===== src/rtl/uart_regfile.sv =====
// Register file behind the UART command FSM: config registers, status/event/counter
// registers and a two-write unlock key, with a one-cycle registered read port.
module uart_regfile #(
    parameter int         NUM_CFG     = 16,
    parameter logic [7:0] CFG_DEFAULT = 8'h00,
    parameter logic [7:0] ID_VAL      = 8'h5C,
    parameter logic       LOCK_RESET  = 1'b0
) (
    input  logic                 clk,
    input  logic                 reset,
    input  logic [7:0]           write_addr,
    input  logic [7:0]           write_data,
    input  logic                 write,
    input  logic [7:0]           read_addr,
    input  logic                 read,
    input  logic [7:0]           status_in,
    input  logic [7:0]           event_in,
    output logic [7:0]           read_data,
    output logic [NUM_CFG*8-1:0] cfg_bus,
    output logic                 cfg_changed,
    output logic                 locked
);

    typedef enum logic [1:0] {
        ST_UNLOCKED,
        ST_LOCKED,
        ST_KEY1
    } lock_t;

    localparam logic [8:0] CFG_END    = 9'(NUM_CFG);
    localparam logic [7:0] ADDR_STAT  = 8'hF0;
    localparam logic [7:0] ADDR_EVENT = 8'hF1;
    localparam logic [7:0] ADDR_WRCNT = 8'hF2;
    localparam logic [7:0] ADDR_LOCK  = 8'hF3;
    localparam logic [7:0] ADDR_REJ   = 8'hF4;
    localparam logic [7:0] ADDR_ID    = 8'hFF;
    localparam logic [7:0] KEY_LOCK   = 8'hC3;
    localparam logic [7:0] KEY_FIRST  = 8'hA5;
    localparam logic [7:0] KEY_SECOND = 8'h5A;

    logic [7:0] cfg [NUM_CFG];
    logic       write_q;
    logic [7:0] status_q;
    logic [7:0] event_q;
    logic [7:0] wr_count;
    logic [7:0] rej_count;
    lock_t      lock_state;
    lock_t      lock_next;
    logic       accept;
    logic       cfg_hit;
    logic [7:0] event_clr;
    logic [7:0] rd_val;

    function automatic logic [7:0] sat_inc8(input logic [7:0] v);
        return (v == 8'hFF) ? 8'hFF : v + 8'd1;
    endfunction

    assign accept    = write & ~write_q;
    assign cfg_hit   = ({1'b0, write_addr} < CFG_END);
    assign event_clr = (accept && write_addr == ADDR_EVENT) ? write_data : 8'h00;

    for (genvar g = 0; g < NUM_CFG; g++) begin : g_bus
        assign cfg_bus[8*g +: 8] = cfg[g];
    end

    // Any accepted write that is not the second key byte aborts a pending unlock.
    always_comb begin
        lock_next = lock_state;
        if (accept) begin
            if (write_addr == ADDR_LOCK) begin
                unique case (lock_state)
                    ST_UNLOCKED: lock_next = (write_data == KEY_LOCK)   ? ST_LOCKED   : ST_UNLOCKED;
                    ST_LOCKED:   lock_next = (write_data == KEY_FIRST)  ? ST_KEY1     : ST_LOCKED;
                    ST_KEY1:     lock_next = (write_data == KEY_SECOND) ? ST_UNLOCKED : ST_LOCKED;
                    default:     lock_next = ST_LOCKED;
                endcase
            end else if (lock_state == ST_KEY1) begin
                lock_next = ST_LOCKED;
            end
        end
    end

    always_comb begin
        rd_val = 8'h00;
        case (read_addr)
            ADDR_STAT:  rd_val = status_q;
            ADDR_EVENT: rd_val = event_q;
            ADDR_WRCNT: rd_val = wr_count;
            ADDR_LOCK:  rd_val = {7'b0, locked};
            ADDR_REJ:   rd_val = rej_count;
            ADDR_ID:    rd_val = ID_VAL;
            default:    rd_val = 8'h00;
        endcase
        for (int n = 0; n < NUM_CFG; n++) begin
            if (read_addr == 8'(n)) rd_val = cfg[n];
        end
    end

    always_ff @(posedge clk) begin
        if (reset) begin
            write_q     <= 1'b0;
            status_q    <= 8'h00;
            event_q     <= 8'h00;
            wr_count    <= 8'h00;
            rej_count   <= 8'h00;
            read_data   <= 8'h00;
            cfg_changed <= 1'b0;
            lock_state  <= LOCK_RESET ? ST_LOCKED : ST_UNLOCKED;
            locked      <= LOCK_RESET;
            for (int n = 0; n < NUM_CFG; n++) cfg[n] <= CFG_DEFAULT;
        end else begin
            write_q     <= write;
            status_q    <= status_in;
            cfg_changed <= 1'b0;
            lock_state  <= lock_next;
            locked      <= (lock_next != ST_UNLOCKED);
            // Set beats clear when an event lands in the same cycle as its W1C write.
            event_q     <= (event_q & ~event_clr) | event_in;
            if (read) read_data <= rd_val;
            if (accept && cfg_hit) begin
                if (locked) begin
                    rej_count <= sat_inc8(rej_count);
                end else begin
                    for (int n = 0; n < NUM_CFG; n++) begin
                        if (write_addr == 8'(n)) cfg[n] <= write_data;
                    end
                    wr_count    <= wr_count + 8'd1;
                    cfg_changed <= 1'b1;
                end
            end
            if (accept && write_addr == ADDR_REJ) rej_count <= 8'h00;
        end
    end

endmodule


===== config.mk =====
export PLATFORM = sky130hd
export DESIGN_NAME = uart_regfile
export DESIGN_NICKNAME = d
export VERILOG_FILES = /design/src/rtl/uart_regfile.sv
export SDC_FILE = /design/constraint.sdc
export NUM_CORES = 1
export LEC_CHECK = 0
export BUFFER_PORTS_ARGS = -buffer_cell sky130_fd_sc_hd__buf_4
export CAP_MARGIN = 40
export CORE_MARGIN = 8
export CORE_UTILIZATION = 41
export DETAILED_ROUTE_END_ITERATION = 10
export PLACE_DENSITY = 0.7
export SLEW_MARGIN = 20
export SYNTH_ARGS = -nofsm -noshare
export SYNTH_HDL_FRONTEND = slang
export SYNTH_SLANG_ARGS = --single-unit

===== constraint.sdc =====
create_clock -name clk -period 2.6 [get_ports clk]
set_input_delay 0.52 -clock clk [delete_from_list [all_inputs] [get_ports clk]]
set_output_delay 0.52 -clock clk [all_outputs]
set_load 0.05 [all_outputs]

# --- Word-level counts from Yosys, hierarchy flattened ---
# Memory sizes are Yosys's and may differ from the RTL's.
# Index checks and enable logic that the tools add are counted.
word_totals:
  regBits: 45
  ram_bits: 128
  out_inout_bits: 138
  n_memories: 1
classes:
  addsub: 2
  order_cmp: 1
  n_eq_ne: 45
  n_mux: 125
  bitwise: 23
  n_reduce_logical: 11
memory_table:
  columns: ["name", "words", "width", "read_ports", "rd_clocked_by_memory_dff", "write_ports", "line", "text"]
  rows:
  - ["cfg", 16, 8, 16, 0, 16, "41", "logic [7:0] cfg [NUM_CFG];"]
ops:
  columns: ["cell", "count"]
  rows:
  - ["2-to-1 mux 8 bit", 34]
  - ["equality test 8 x 4 -> 1 bit, second input constant", 16]
  - ["equality test 8 bit, second input constant", 12]
  - ["2-to-1 mux 1 bit", 85]
  - ["equality test 8 x 3 -> 1 bit, second input constant", 8]
  - ["case mux 8 bit (6 select lines)", 1]
  - ["equality test 8 x 2 -> 1 bit, second input constant", 4]
  - ["adder 8 x 1 -> 8 bit, second input constant", 2]
  - ["equality test 8 x 1 -> 1 bit, second input constant", 2]
  - ["logical NOT 8 bit", 2]
  - ["OR 1 bit", 16]
  - ["bitwise AND 8 bit", 1]
  - ["equality test 8 x 7 -> 1 bit, second input constant", 1]
  - ["less-than comparator 8 x 5 -> 1 bit, second input constant", 1]
  - ["2-to-1 mux 2 bit", 4]
  - ["NOT 8 bit", 1]
  - ["OR 8 bit", 1]
  - ["case mux 2 bit (3 select lines)", 1]
  - ["AND reduction 2 bit", 2]
  - ["OR reduction 2 bit", 2]
  - ["logical AND 1 bit", 3]
  - ["NOT 1 bit", 3]
  - ["equality test 2 x 1 -> 1 bit, second input constant", 1]
  - ["equality test 2 bit, second input constant", 1]
  - ["other kinds (3)", 3]

# --- Depth between registers and ports, before layout ---
logic_depth:
  ltp_word: 18
  depth_mapped: 9
  depth_no_buf: 7

# --- Worst setup path after synthesis ---
# OpenSTA, ideal clock, no wires.
synth_timing:
  path_type: "input -> register"
  startpoint: "input port write"
  endpoint: "memory cfg[15][0] (netlist: cfg[1][56]) (enable)"
  setup_time_ns: 0.375
  arrival_ns: 2.000
  required_time_ns: 2.225
  slack_ns: 0.226
  cell_stages: 6
  n_path_buf: 2
  path_cell_list: "nor2b_1 and4b_1 clkbuf_1 clkbuf_1 nand3_1 o21bai_1"
synth_lines:
  columns: ["item", "line", "text"]
  rows:
  - ["start: declaration", "13", "input logic write,"]
  - ["end: declaration", "41", null]

# --- Worst setup path after layout ---
layout_timing:
  startpoint: "input port read_addr[5]"
  endpoint: "register read_data[5]"
layout_between:
  elab_chain_cells: 18
  word_cells_on_any_way: 39
layout_rtl:
  columns: ["item", "line", "text"]
  rows:
  - ["start: declaration", "14", "input logic [7:0] read_addr,"]
  - ["equality test 8 bit", "85", "case (read_addr)"]
  - ["case mux 8 bit (6 select lines)", "85", null]
  - ["2-to-1 mux 8 bit (15 in series)", "95", "if (read_addr == 8'(n)) rd_val = cfg[n];"]
  - ["2-to-1 mux 8 bit (*)", "95", null]
  - ["end signal: assignment", "119", "if (read) read_data <= rd_val;"]
  - ["end: declaration", "18", "output logic [7:0] read_data,"]
# Mark *: on every way between the ends. The rest lies on a longest branch, timed or not.
# A chain may end at the register's enable or synchronous reset.

==> impl_metrics.yaml <==
run_status:
  status: "finished, final reports clean"
pwr:
  pwr-share-seq_pct: 48.6
  finalPower_uw: 6523
  power_density_nw_per_um2: 609.3
  p_sw_share_pct: 29.14
  ir_drop_mv: 0.4197
  cellLeakagePower_uw: 0.004229
  combPwrFrac_pct: 15.5
  p_switching_uw: 1901
  p_clk_share_pct: 35.8
  power.internal_uw: 4622
clock_tree:
  clk_pin_slew_worst_paths_ns: 0.07
  root_buffer: "clkbuf_16"
  cts_setup_buffers: 0
  clk_latency_ns: 0.44
  h-tree-depth: 4
  cts_resized: 0
  cts_made_buffers: 17
  cts_buffer_depth: 2
  cts_sinks: 173
  cts_tree: "done"
  cts_hold_buf: 0
cells_and_area:
  final_layout_size_suffix_gt1_share_pct: 30.15
  multi_input_area_um2: 3167
  layout.cells.non_filler: 1260
  n_fill_cell: 1747
  stdcell_area_um2: 10710
  fin_nets: 1028
  diodes: 0
  regArea_um2: 4745
  area_growth_syn_to_layout_pct: 30.97
sta:
  period_needed_ns: 2.110
  hold_viol_final: 0
  setup_viol: 0
  rsz0062_at_grt: "false"
  tightest_slew_ns: 0.5718
  slew_headroom_pct: 61.88
  clock_skew_ns: 0.01174
  maxSlewViolCount: 0
  post-route-period-util_pct: 81.17
  fin_hold_ws_ns: 0.2882
  max_freq_ghz: 0.4739
  tns_ns: 0
die:
  start_util_pct: 41.86
  num_rows: 51
  dieWidth_um: 157.2
  io_pins: 182
  die_area_um2: 24710
  die-height_um: 157.2
  core_area_um2: 19530
synth:
  synth.largest_area_cell: "edfxtp_1"
  synth_area_um2: 8174
  synth_edf_count: 128
  syn-num-nets: 813
  synth_top_area_share_pct: 47.02
  syn_avg_cell_area_um2: 10.66
  synth_cell_types: 72
  yosys-top-cells-count: "nor2_1 (138), edfxtp_1 (128), nand2_1 (51)"
  syn-instance-count: 767
  synthArstFlopShare_pct: 0
  ys_seq_area_share_pct: 58.04
  ys_seq_elements: 173
  ys.flop_type: "edfxtp_1"
  yosys_warnings: 0
  post-synth-top-count-cell: "nor2_1"
  synth_area_leaders: "edfxtp_1 (47%), dfxtp_1 (11%), nor2_1 (6.3%), mux2i_1 (2.6%), nand2_1 (2.3%)"
setup_path:
  worstSetupPathType: "primary input to register"
  cp.required_ns: 2.96
  crit_fanout: 11
  arrival_ns: 2.47
  critPathCaptureType: "register"
  startpoint_type: "primary input"
global_routing:
  grt_pass1_vias: 6953
  gr-usage-all-layers_pct: 23.69
  antenna_found_initial: 0
  overflow: 0
  grt_max_degree: 48
  grt_pass1_wl_um: 42790
placement:
  place_congestion: 0.9446
  io_buffers: 181
  place_area_um2: 10180
  dpl.cell_count: 1228
  hpwl_um: 22830
route:
  drt.antenna.violating_nets: 0
  drtPass1Iterations: 5
  drc: 0
  vias_per_cell: 5.671
  num_vias: 7146
  wire_per_inst_um: 23.47
  dr.first_iter.drc_count: 778
  wirelength_um: 29570
run:
  maxCapViolCount: 0
worst_hold_path:
  min_path_type: "primary input to register"
logic make-up (layout without fill, tap and decap cells):
family | count (synthesis) | after routing | share of synthesized area, %
buffers and inverters | 63 | 291 | 3.214
DFF | 173 | 173 | 58.04
AOI/OAI and AO/OA | 162 | 162 | 13.53
adders and majority gates | 2 | 2 | 0.3061
xor gates and xnor gates | 7 | 7 | 0.7501
and+or+nand+nor | 326 | 326 | 19.52
muxes | 34 | 34 | 4.638
area by class of cell:
| class | count | share of cell area [%] |
|---|---|---|
| clock buffers | 20 | 4.079 |
| well taps | 265 | 3.097 |
| inverters | 13 | 0.4558 |
| multi-input cells | 531 | 29.58 |
| flip-flops and latches | 173 | 44.32 |
| clock inverters | 12 | 0.8649 |
| repair buffers | 246 | 17.60 |
path summary, 6_finish.rpt:
kind           startpoint      endpoint  slack [ns]  cells after the start
max          read_addr[5]  read_data[5]        0.49                      7
max reg2reg       write_q    cfg[1][13]        0.55                      5
min           event_in[3]    event_q[3]        0.29                      3
min reg2reg    event_q[1]    event_q[1]        0.50                      2
power by group through the flow:
| stage | logic [uW] | registers [uW] | clock network (uW) |
|---|---|---|---|
| after CTS | 1010 | 3170 | 2350 |
| final | 1010 | 3170 | 2340 |
| after global placement | 1010 | 3230 | 0 |
| after global routing | 1050 | 3180 | 2460 |
| after floorplan | 274 | 3540 | 0 |
| after detailed placement | 1010 | 3230 | 0 |
sequential cells by signal (all words and copies together), names as in the netlist:
register	count
cfg	128
event_q	8
read_data	8
rej_count	8
status_q	8
wr_count	8
lock_state	2
cfg_changed	1
locked	1
write_q	1
layout by cell type, fill, tap and decap left out, types with 4 or more instances in the layout:
cell       count
buf_4        243
nor2_1       138
edfxtp_1     128
nand2_1       51
dfxtp_1       45
a21oi_1       29
o21ai_0       29
nand2b_1      27
nand3_1       26
nor2b_1       23
mux2i_1       21
clkbuf_16     17
nor3_1        16
o22ai_1       14
inv_1         13
mux2_2        11
a31oi_1       10
a2bb2oi_1      9
nand4_1        8
o221ai_1       8
a211oi_1       6
a22oi_1        5
xor2_1         5
clkinv_4       5
o21bai_1       4
and2_1         4
o31ai_1        4
o2bb2ai_1      4
o211ai_1       4
critical path: stages:
cell,delay (ns)
buf_4,0.12
or4_4,0.63
nor2_4,0.30
o21ai_0,0.15
a221o_1,0.37
a31o_1,0.22
a21oi_1,0.16
layer usage:
layer  vias up  routed length [um]  share of wire, %  track usage (%)
li1       3249                   -                 -                -
met1      3450               11680                39            29.91
met2       382               14030                47            37.69
met3        65                2796               9.5            6.142
met4         0                1064               3.6            10.43
met5         -                   0                 0                0
stage by stage:
stage | worst slack, ns | util, %
global placement | 0.1035 | 52.11
floorplan | 0.2257 | -
global route | 0.3676 | 54.83
CTS | 0.5323 | 54.83
finish | 0.4897 | 54.83
detailed placement | 0.08456 | 52.11
No activity file was read; power rests on OpenSTA's default activity.
